### src/rtl/alu_issue_buffer_pkg.sv
// Shared ALU definitions: widths, opcodes, result record and a reference model
// of the combinational ALU the issue buffer feeds.
package alu_pkg;

   localparam int unsigned ANCHO = 64;
   localparam int unsigned OP_W  = 3;

   typedef enum logic [OP_W-1:0] {
      ALU_OP_ADD = 3'd0,
      ALU_OP_SUB = 3'd1,
      ALU_OP_AND = 3'd2,
      ALU_OP_OR  = 3'd3,
      ALU_OP_XOR = 3'd4,
      ALU_OP_SLT = 3'd5,
      ALU_OP_SLL = 3'd6,
      ALU_OP_SRL = 3'd7
   } aluOp_e;

   typedef struct packed {
      logic [OP_W-1:0]  op;
      logic             zero;
      logic [ANCHO-1:0] resultado;
   } alu_res_t;

   function automatic logic [ANCHO-1:0] aluRef(input logic [ANCHO-1:0] rn,
                                               input logic [ANCHO-1:0] rm,
                                               input logic [OP_W-1:0]  op);
      logic [ANCHO-1:0] r;
      r = '0;
      case (op)
         ALU_OP_ADD: r = rn + rm;
         ALU_OP_SUB: r = rn - rm;
         ALU_OP_AND: r = rn & rm;
         ALU_OP_OR:  r = rn | rm;
         ALU_OP_XOR: r = rn ^ rm;
         ALU_OP_SLT: r = ($signed(rn) < $signed(rm)) ? ANCHO'(1) : '0;
         ALU_OP_SLL: r = rn << rm[5:0];
         ALU_OP_SRL: r = rn >> rm[5:0];
         default:    r = '0;
      endcase
      return r;
   endfunction

endpackage

### src/rtl/alu_issue_buffer_if.sv
// Request and result handshake bundle of the ALU issue buffer.
interface alu_issue_buffer_if;
   import alu_pkg::*;

   logic             in_valid;
   logic             in_ready;
   logic [ANCHO-1:0] in_datoRN;
   logic [ANCHO-1:0] in_datoRM;
   logic [OP_W-1:0]  in_aluOP;
   logic             out_valid;
   logic             out_ready;
   logic [ANCHO-1:0] out_resultado;
   logic             out_zero;
   logic [OP_W-1:0]  out_aluOP;

   modport slave (
      input  in_valid, in_datoRN, in_datoRM, in_aluOP, out_ready,
      output in_ready, out_valid, out_resultado, out_zero, out_aluOP
   );

   modport master (
      output in_valid, in_datoRN, in_datoRM, in_aluOP, out_ready,
      input  in_ready, out_valid, out_resultado, out_zero, out_aluOP
   );

endinterface

### src/rtl/alu_issue_buffer_fifo.sv
// Result FIFO: storage ring plus a head register, so the head holds the last
// popped record while empty. count covers storage and head together.
module alu_res_fifo
   import alu_pkg::*;
#(
   parameter int unsigned PROF = 4
) (
   input  logic                  clk,
   input  logic                  rst_n,
   input  logic                  push,
   input  alu_res_t              pushData,
   input  logic                  popReq,
   output logic                  headValid,
   output alu_res_t              headData,
   output logic [$clog2(PROF):0] count
);
   localparam int unsigned PW = $clog2(PROF);

   alu_res_t      mem [PROF];
   logic [PW-1:0] wrPtr;
   logic [PW-1:0] rdPtr;
   logic [PW:0]   memCount;
   logic          pop;
   logic          load;

   // Head refills from storage only with entries already written, which gives
   // the extra cycle between capture and visibility.
   always_comb begin
      pop  = popReq & headValid;
      load = (memCount != '0) && (!headValid || pop);
   end

   assign count = memCount + (PW+1)'(headValid);

   always_ff @(posedge clk) begin
      if (push) mem[wrPtr] <= pushData;
   end

   always_ff @(posedge clk or negedge rst_n) begin
      if (!rst_n) begin
         wrPtr     <= '0;
         rdPtr     <= '0;
         memCount  <= '0;
         headValid <= 1'b0;
         headData  <= '0;
      end else begin
         if (push) wrPtr <= wrPtr + PW'(1);
         if (load) begin
            rdPtr     <= rdPtr + PW'(1);
            headData  <= mem[rdPtr];
            headValid <= 1'b1;
         end else if (pop) begin
            headValid <= 1'b0;
         end
         case ({push, load})
            2'b10:   memCount <= memCount + (PW+1)'(1);
            2'b01:   memCount <= memCount - (PW+1)'(1);
            default: memCount <= memCount;
         endcase
      end
   end

endmodule

### src/rtl/alu_issue_buffer.sv
// Issue buffer around the combinational ALU: registers requests onto the ALU
// inputs, captures its result a cycle later and queues it for writeback.
module alu_issue_buffer
   import alu_pkg::*;
#(
   parameter int unsigned PROF = 4
) (
   input  logic                  clk,
   input  logic                  rst_n,
   alu_issue_buffer_if.slave     bus,
   output logic [ANCHO-1:0]      alu_datoRN,
   output logic [ANCHO-1:0]      alu_datoRM,
   output logic [OP_W-1:0]       alu_aluOP,
   input  logic [ANCHO-1:0]      alu_resultado,
   input  logic                  alu_zero,
   output logic [$clog2(PROF):0] ocupacion
);
   localparam int unsigned OCUP_W = $clog2(PROF) + 1;

   logic              s1Valid;
   logic              accept;
   logic [OCUP_W-1:0] fifoCount;
   logic              headValid;
   alu_res_t          headData;
   alu_res_t          pushData;

   // Credit: the in-flight stage counts against FIFO space, so in_ready
   // depends on registered state only, never on out_ready.
   assign ocupacion    = fifoCount + OCUP_W'(s1Valid);
   assign bus.in_ready = rst_n && (ocupacion < OCUP_W'(PROF));
   assign accept       = bus.in_valid && bus.in_ready;

   always_ff @(posedge clk or negedge rst_n) begin
      if (!rst_n) begin
         alu_datoRN <= '0;
         alu_datoRM <= '0;
         alu_aluOP  <= '0;
         s1Valid    <= 1'b0;
      end else begin
         s1Valid <= accept;
         if (accept) begin
            alu_datoRN <= bus.in_datoRN;
            alu_datoRM <= bus.in_datoRM;
            alu_aluOP  <= bus.in_aluOP;
         end
      end
   end

   assign pushData = '{op: alu_aluOP, zero: alu_zero, resultado: alu_resultado};

   alu_res_fifo #(.PROF(PROF)) uFifo (
      .clk       (clk),
      .rst_n     (rst_n),
      .push      (s1Valid),
      .pushData  (pushData),
      .popReq    (bus.out_ready),
      .headValid (headValid),
      .headData  (headData),
      .count     (fifoCount)
   );

   assign bus.out_valid     = headValid;
   assign bus.out_resultado = headData.resultado;
   assign bus.out_zero      = headData.zero;
   assign bus.out_aluOP     = headData.op;

endmodule

### src/flat_wrapper.sv
// flat-port wrapper written by rule: the top's interface ports become plain ports
module alu_issue_buffer_flat import alu_pkg::*;
#(
   parameter int unsigned PROF = 4
)
  (clk, rst_n, alu_datoRN, alu_datoRM, alu_aluOP, alu_resultado, alu_zero, ocupacion, bus_in_valid, bus_in_datoRN, bus_in_datoRM, bus_in_aluOP, bus_out_ready, bus_in_ready, bus_out_valid, bus_out_resultado, bus_out_zero, bus_out_aluOP);
  alu_issue_buffer_if bus_i ();
  input  logic clk;
  input  logic rst_n;
  output logic [ANCHO-1:0] alu_datoRN;
  output logic [ANCHO-1:0] alu_datoRM;
  output logic [OP_W-1:0] alu_aluOP;
  input  logic [ANCHO-1:0] alu_resultado;
  input  logic alu_zero;
  output logic [$clog2(PROF):0] ocupacion;
  input wire logic [$bits(bus_i.in_valid)-1:0] bus_in_valid;
  input wire logic [$bits(bus_i.in_datoRN)-1:0] bus_in_datoRN;
  input wire logic [$bits(bus_i.in_datoRM)-1:0] bus_in_datoRM;
  input wire logic [$bits(bus_i.in_aluOP)-1:0] bus_in_aluOP;
  input wire logic [$bits(bus_i.out_ready)-1:0] bus_out_ready;
  output wire logic [$bits(bus_i.in_ready)-1:0] bus_in_ready;
  output wire logic [$bits(bus_i.out_valid)-1:0] bus_out_valid;
  output wire logic [$bits(bus_i.out_resultado)-1:0] bus_out_resultado;
  output wire logic [$bits(bus_i.out_zero)-1:0] bus_out_zero;
  output wire logic [$bits(bus_i.out_aluOP)-1:0] bus_out_aluOP;
  assign bus_i.in_valid = bus_in_valid;
  assign bus_i.in_datoRN = bus_in_datoRN;
  assign bus_i.in_datoRM = bus_in_datoRM;
  assign bus_i.in_aluOP = bus_in_aluOP;
  assign bus_i.out_ready = bus_out_ready;
  assign bus_in_ready = bus_i.in_ready;
  assign bus_out_valid = bus_i.out_valid;
  assign bus_out_resultado = bus_i.out_resultado;
  assign bus_out_zero = bus_i.out_zero;
  assign bus_out_aluOP = bus_i.out_aluOP;
  alu_issue_buffer #(.PROF(PROF)) u_core (.clk(clk), .rst_n(rst_n), .bus(bus_i), .alu_datoRN(alu_datoRN), .alu_datoRM(alu_datoRM), .alu_aluOP(alu_aluOP), .alu_resultado(alu_resultado), .alu_zero(alu_zero), .ocupacion(ocupacion));
endmodule
### config.mk
export PLATFORM = sky130hd
export DESIGN_NAME = alu_issue_buffer_flat
export DESIGN_NICKNAME = d
export VERILOG_FILES = /design/src/rtl/alu_issue_buffer_pkg.sv /design/src/rtl/alu_issue_buffer_if.sv /design/src/rtl/alu_issue_buffer_fifo.sv /design/src/rtl/alu_issue_buffer.sv /design/src/flat_wrapper.sv
export SDC_FILE = /design/constraint.sdc
export NUM_CORES = 1
export LEC_CHECK = 0
export ABC_AREA = 1
export CAP_MARGIN = 25
export CORE_MARGIN = 2
export CORE_UTILIZATION = 50
export CTS_BUF_LIST = sky130_fd_sc_hd__clkbuf_16
export DETAILED_ROUTE_END_ITERATION = 12
export GPL_ROUTABILITY_DRIVEN = 0
export PLACE_DENSITY = 0.78
export SYNTH_ARGS = -nofsm -noshare
export SYNTH_HDL_FRONTEND = slang
export SYNTH_SLANG_ARGS = --single-unit
### constraint.sdc
create_clock -name clk -period 4.9 [get_ports clk]
set_input_delay 0.98 -clock clk [delete_from_list [all_inputs] [get_ports clk]]
set_output_delay 0.98 -clock clk [all_outputs]
set_load 0.05 [all_outputs]
==> results of run 1 <==
Yosys cell counts:
cell	instances	area share [%]
nand2_2	2	0.063
fa_1	2	0.20
buf_4	6	0.23
edfxtp_1	272	41
nand4_1	131	4.1
o21ai_0	2	0.050
ha_1	6	0.38
xor2_1	3	0.13
dfrtp_1	208	26
inv_1	292	5.5
clkbuf_1	42	0.79
nor2_1	1	0.019
inv_2	3	0.057
buf_6	9	0.51
nand3_2	1	0.050
buf_1	7	0.13
nand3_1	137	3.5
buf_2	54	1.4
nand2_1	823	16
xnor2_1	2	0.088
worst max-delay path, cell delays in order (launching register included):
cell,delay (ns)
dfrtp_1,0.46
inv_1,0.11
fa_1,0.37
inv_1,0.06
ha_1,0.16
nand2_1,0.09
nand2_4,0.35
nand2_1,0.10
inv_1,0.07
clkdlybuf4s50_1,0.79
area by class of cell:
class	count	area, um^2
flip-flops and latches	480	13400
inverters	295	1110
well taps	525	657
clock buffers	52	1300
repair buffers	424	4260
multi-input cells	1110	4800
clock inverters	39	392
fillers	2960	13500
diodes	10	25.0
power by group:
group	switching, mW	internal [mW]	total [mW]
clock	1.56	2.34	3.90
sequential	0.678	5.32	6.00
combinational	5.75	2.42	8.17
metal layers:
layer	global-route usage [%]	part of all wire [%]
met1	31.8	38
met2	41.9	48
met3	7.38	9.4
met4	11.7	4.1
met5	0	0.13
flip-flops by register name, indices dropped and copies added (netlist names), 2 cells and up:
name	cells
u_core.uFifo.headData	68
u_core.alu_datoRN	64
u_core.uFifo.rdPtr	2
u_core.alu_datoRM	64
u_core.uFifo.mem	272
u_core.uFifo.wrPtr	2
u_core.uFifo.memCount	3
u_core.alu_aluOP	3
stage by stage:
| stage | setup WS [ns] | cells |
|---|---|---|
| 6_report | 0.769 | 2935 |
| 5_1_grt | 0.546 | 2931 |
| 4_1_cts | 0.732 | 2925 |
| 3_5_place_dp | 1.37 | 2834 |
| 3_3_place_gp | 1.39 | 2831 |
| 2_1_floorplan | 1.64 | 2003 |
cells by family after synthesis:
family | Yosys count | synth area share, %
adders and majority gates | 8 | 0.579
and+or+nand+nor | 1095 | 23.3
DFF | 480 | 67.3
buffers and inverters | 413 | 8.60
xor gates and xnor gates | 5 | 0.220
AOI/OAI and AO/OA | 2 | 0.0504
worst paths after layout:
kind,slack [ns],start,end
setup / recovery,0.77,u_core.s1Valid,bus_in_ready
hold / removal,0.24,rst_n,u_core.uFifo.headData[44]
setup reg to reg,1.71,u_core.s1Valid,u_core.alu_datoRN[13]
hold reg to reg,0.47,u_core.alu_datoRN[23],u_core.alu_datoRN[23]
max in group asynchronous,3.18,rst_n,u_core.uFifo.headData[9]
min in group clk,0.47,u_core.alu_datoRN[23],u_core.alu_datoRN[23]
layout by cell type (no fill, tap or decap), drive strengths merged, types with 6 or more instances in the layout:
cell and instances:
diode 10, bufinv 8, edfxtp 272, clkbuf 52, nand3 138, clkinv 24
inv 299, dfrtp 208, clkdlybuf4s50 401, nand2 825, ha 6, nand4 131
buf 23
==> impl_metrics.ini, run 1 <==
[run_status]
status = finished, final reports clean

[floorplanning]
num_rows = 73
dieArea_um2 = 41400
start_util_pct = 50.4
die_w_um = 203
io_pins = 404
core_um2 = 39500
dieHeight_um = 203

[cts]
hold_buffers = 0
cts_root_buf = clkbuf_16
cts_sinks = 480
clk_pin_slew_ns = 0.06
post-cts-setup-buffers = 0
cts_buffer_depth = 3
htree_levels = 2
cts_tree = done
clk_latency_ns = 0.58
cts.repair.resized = 0
numCtsBuffers = 49

[placed_design]
port_buffers = 403
dp_hpwl_um = 33100
placed_area_um2 = 24200

[critical_path]
worstSetupEndpointType = primary output
rr_worst_depth = 10
worst-setup-path-type = register to primary output
required_ns = 3.92
worstSetupStartpointType = register
crit_fanout = 40
cp.arrival_ns = 3.15

[final_layout]
drive_gt1_share_pct = 4.67
syn_to_final_growth_pct = 30.5
final_area_um2 = 25900
fin_util_pct = 65.7
nNetsFinal = 2568

[drt]
avgRoutedWirePerCell_um = 18.1
postRouteAntennaNets = 0
vias_per_cell = 5.14
vias = 15100
wirelength_um = 53200
first_pass_iters = 5
drc = 0
drt_iter0_drc = 1158

[timing]
fin_skew_ns = 0.0143
tns_ns = 0
slew_viol_final = 0
fmax_mhz = 242
hold-worst-slack_ns = 0.245
final-hold-violation-count = 0
slew-limit-headroom_pct = 36.3
period_share_pct = 84.3
tightest_slew_ns = 0.955
fin_crit_ns = 4.13
setup_viol = 0
rsz0062_at_grt = false

[logic_synthesis]
syn-instance-count = 2003
seq_area_frac_synth_pct = 67.3
synth.avg_cell_area_um2 = 9.92
ys_types = 20
synth_nets = 2211
yosysWarnings = 0
ys_ff_latch = 480
syn_area_um2 = 19900

[global_route]
grt_overflow = 0
groute.usage.overall_pct = 25.6
grt_max_degree = 129
antenna_found_initial = 12
grt_pass1_wl_um = 82000
grt_pass1_vias = 14900

[min_path]
worst_hold_path_type = primary input to async pin

[run]
drv_cap = 0

[pwr]
p_leak_nw = 12.1
p_total_mw = 18.1
irDropWorstVdd_v = 0.000446
p_per_area_nw_per_um2 = 697
Note: power is estimated with default switching activity, not from simulation.
==> inputs of run 2 (changes only) <==
==> constraint.sdc (replaced) <==
create_clock -name clk -period 4 [get_ports clk]
set_input_delay 0.8 -clock clk [delete_from_list [all_inputs] [get_ports clk]]
set_output_delay 0.8 -clock clk [all_outputs]
set_load 0.05 [all_outputs]
==> impl_metrics.ini, run 2 (synthesis results as in run 1) <==
[drt]
avgRoutedWirePerCell_um = 18.2
vias = 15100
vias_per_cell = 5.12
drt_iter0_drc = 1169
drc = 0
postRouteAntennaNets = 0
first_pass_iters = 5
wirelength_um = 53500

[global_route]
grt_pass1_vias = 15300
grt_overflow = 0
grt_pass1_wl_um = 82000
groute.usage.overall_pct = 25.8
antenna_found_initial = 11
grt_max_degree = 113

[cts]
cts.repair.resized = 0
cts_tree = done
clk_pin_slew_ns = 0.06
post-cts-setup-buffers = 0
clk_latency_ns = 0.58
hold_buffers = 0
cts_sinks = 480
cts_buffer_depth = 3
numCtsBuffers = 48
cts_root_buf = clkbuf_16
htree_levels = 2

[floorplanning]
start_util_pct = 50.4
dieHeight_um = 203
die_w_um = 203
io_pins = 404
core_um2 = 39500
dieArea_um2 = 41400
num_rows = 73

[min_path]
worst_hold_path_type = primary input to async pin

[critical_path]
cp.arrival_ns = 2.85
worstSetupStartpointType = register
required_ns = 3.20
worstSetupEndpointType = primary output
crit_fanout = 8
worst-setup-path-type = register to primary output
r2r_slack_ns = 1.06

[timing]
slew-limit-headroom_pct = 33.2
slew_viol_final = 0
tns_ns = 0
tightest_slew_ns = 1.00
period_share_pct = 91.3
fin_crit_ns = 3.65
setup_viol = 0
final-hold-violation-count = 0
fmax_mhz = 274
rsz0062_at_grt = false
fin_skew_ns = 0.0185

[final_layout]
largest_register_ffs = 272
top_register = u_core.uFifo.mem
fill_cells = 3017
syn_to_final_growth_pct = 29.9
multiInputGateArea_um2 = 4800
top_regs = u_core.uFifo.mem x272, u_core.uFifo.headData x68
regArea_um2 = 13400
final_area_um2 = 25800
final_cell_mix = nand2_1 (823), clkdlybuf4s50_1 (401), inv_1 (297)
drive_gt1_share_pct = 4.29
nNetsFinal = 2572
final_common_cell = nand2_1

[run_status]
status = finished, final reports clean

[pwr]
irDropWorstVdd_v = 0.000574
p_leak_nw = 12.1
p_per_area_nw_per_um2 = 845

[placed_design]
dp_hpwl_um = 33600
placed_area_um2 = 24200
port_buffers = 403

[run]
drv_cap = 0
## run 2: cell count changes in the layout (fill, tap and decap cells not counted), moves of 2 or more
cell        change
clkinv_1        +8
buf_4           +5
clkinv_2        -5
clkbuf_16       -4
inv_1           +4
clkinvlp_4      -3
buf_12          -2
buf_16          +2
bufinv_16       -2
## run 2: area by class of cell
| cell class | count | area share, % |
|---|---|---|
| flip-flops and latches | 480 | 51.8 |
| inverters | 295 | 4.32 |
| well taps | 525 | 2.54 |
| diodes | 9 | 0.0872 |
| multi-input cells | 1110 | 18.6 |
| clock buffers | 48 | 4.65 |
| repair buffers | 429 | 16.7 |
| clock inverters | 41 | 1.30 |
## run 2: per-stage QoR
step	worst slack, ns	util (%)	power [mW]	hold WS, ns	instances
2_1_floorplan	0.919	-	13.9	0.491	2003
3_3_place_gp	0.945	61.3	17.2	0.453	2837
3_5_place_dp	0.927	61.3	17.4	0.457	2837
4_1_cts	0.305	65.2	21.9	0.134	2926
5_1_grt	0.151	65.4	23.0	0.154	2934
6_report	0.350	65.4	21.8	0.153	2937
## run 2: per-layer routing
| layer | global-route usage [%] | vias up | routed length [um] |
|---|---|---|---|
| met4 | 13.0 | 8 | 2430 |
| met2 | 42.9 | 612 | 26400 |
| met5 | 0 | - | 50 |
| met1 | 31.5 | 7188 | 20500 |
| li1 | - | 7102 | - |
| met3 | 6.30 | 141 | 4140 |
## run 2: path summary, 6_finish.rpt
path,from,cells after the start,endpoint
worst max-delay path,u_core.s1Valid,9,bus_in_ready
worst min-delay path,rst_n,1,u_core.uFifo.headData[48]
worst max register to register,u_core.s1Valid,10,u_core.alu_datoRM[34]
worst min register to register,u_core.alu_datoRM[7],2,u_core.alu_datoRM[7]
max in group asynchronous,rst_n,3,u_core.uFifo.rdPtr[0]
min in group clk,u_core.alu_datoRM[7],2,u_core.alu_datoRM[7]
## run 2: critical path: stages, from the launching register on
cell             delay (ns)
dfrtp_1                0.47
inv_1                  0.12
fa_1                   0.37
inv_1                  0.06
ha_1                   0.15
nand2_1                0.09
nand2_4                0.11
nand2_1                0.06
inv_1                  0.07
clkdlybuf4s50_1        0.79
## run 2: power breakdown
group	switching, mW	total, mW	internal [mW]
registers	0.768	7.29	6.52
clock network	1.85	4.41	2.56
logic	7.12	10.1	3.00
total	9.74	21.8	12.1
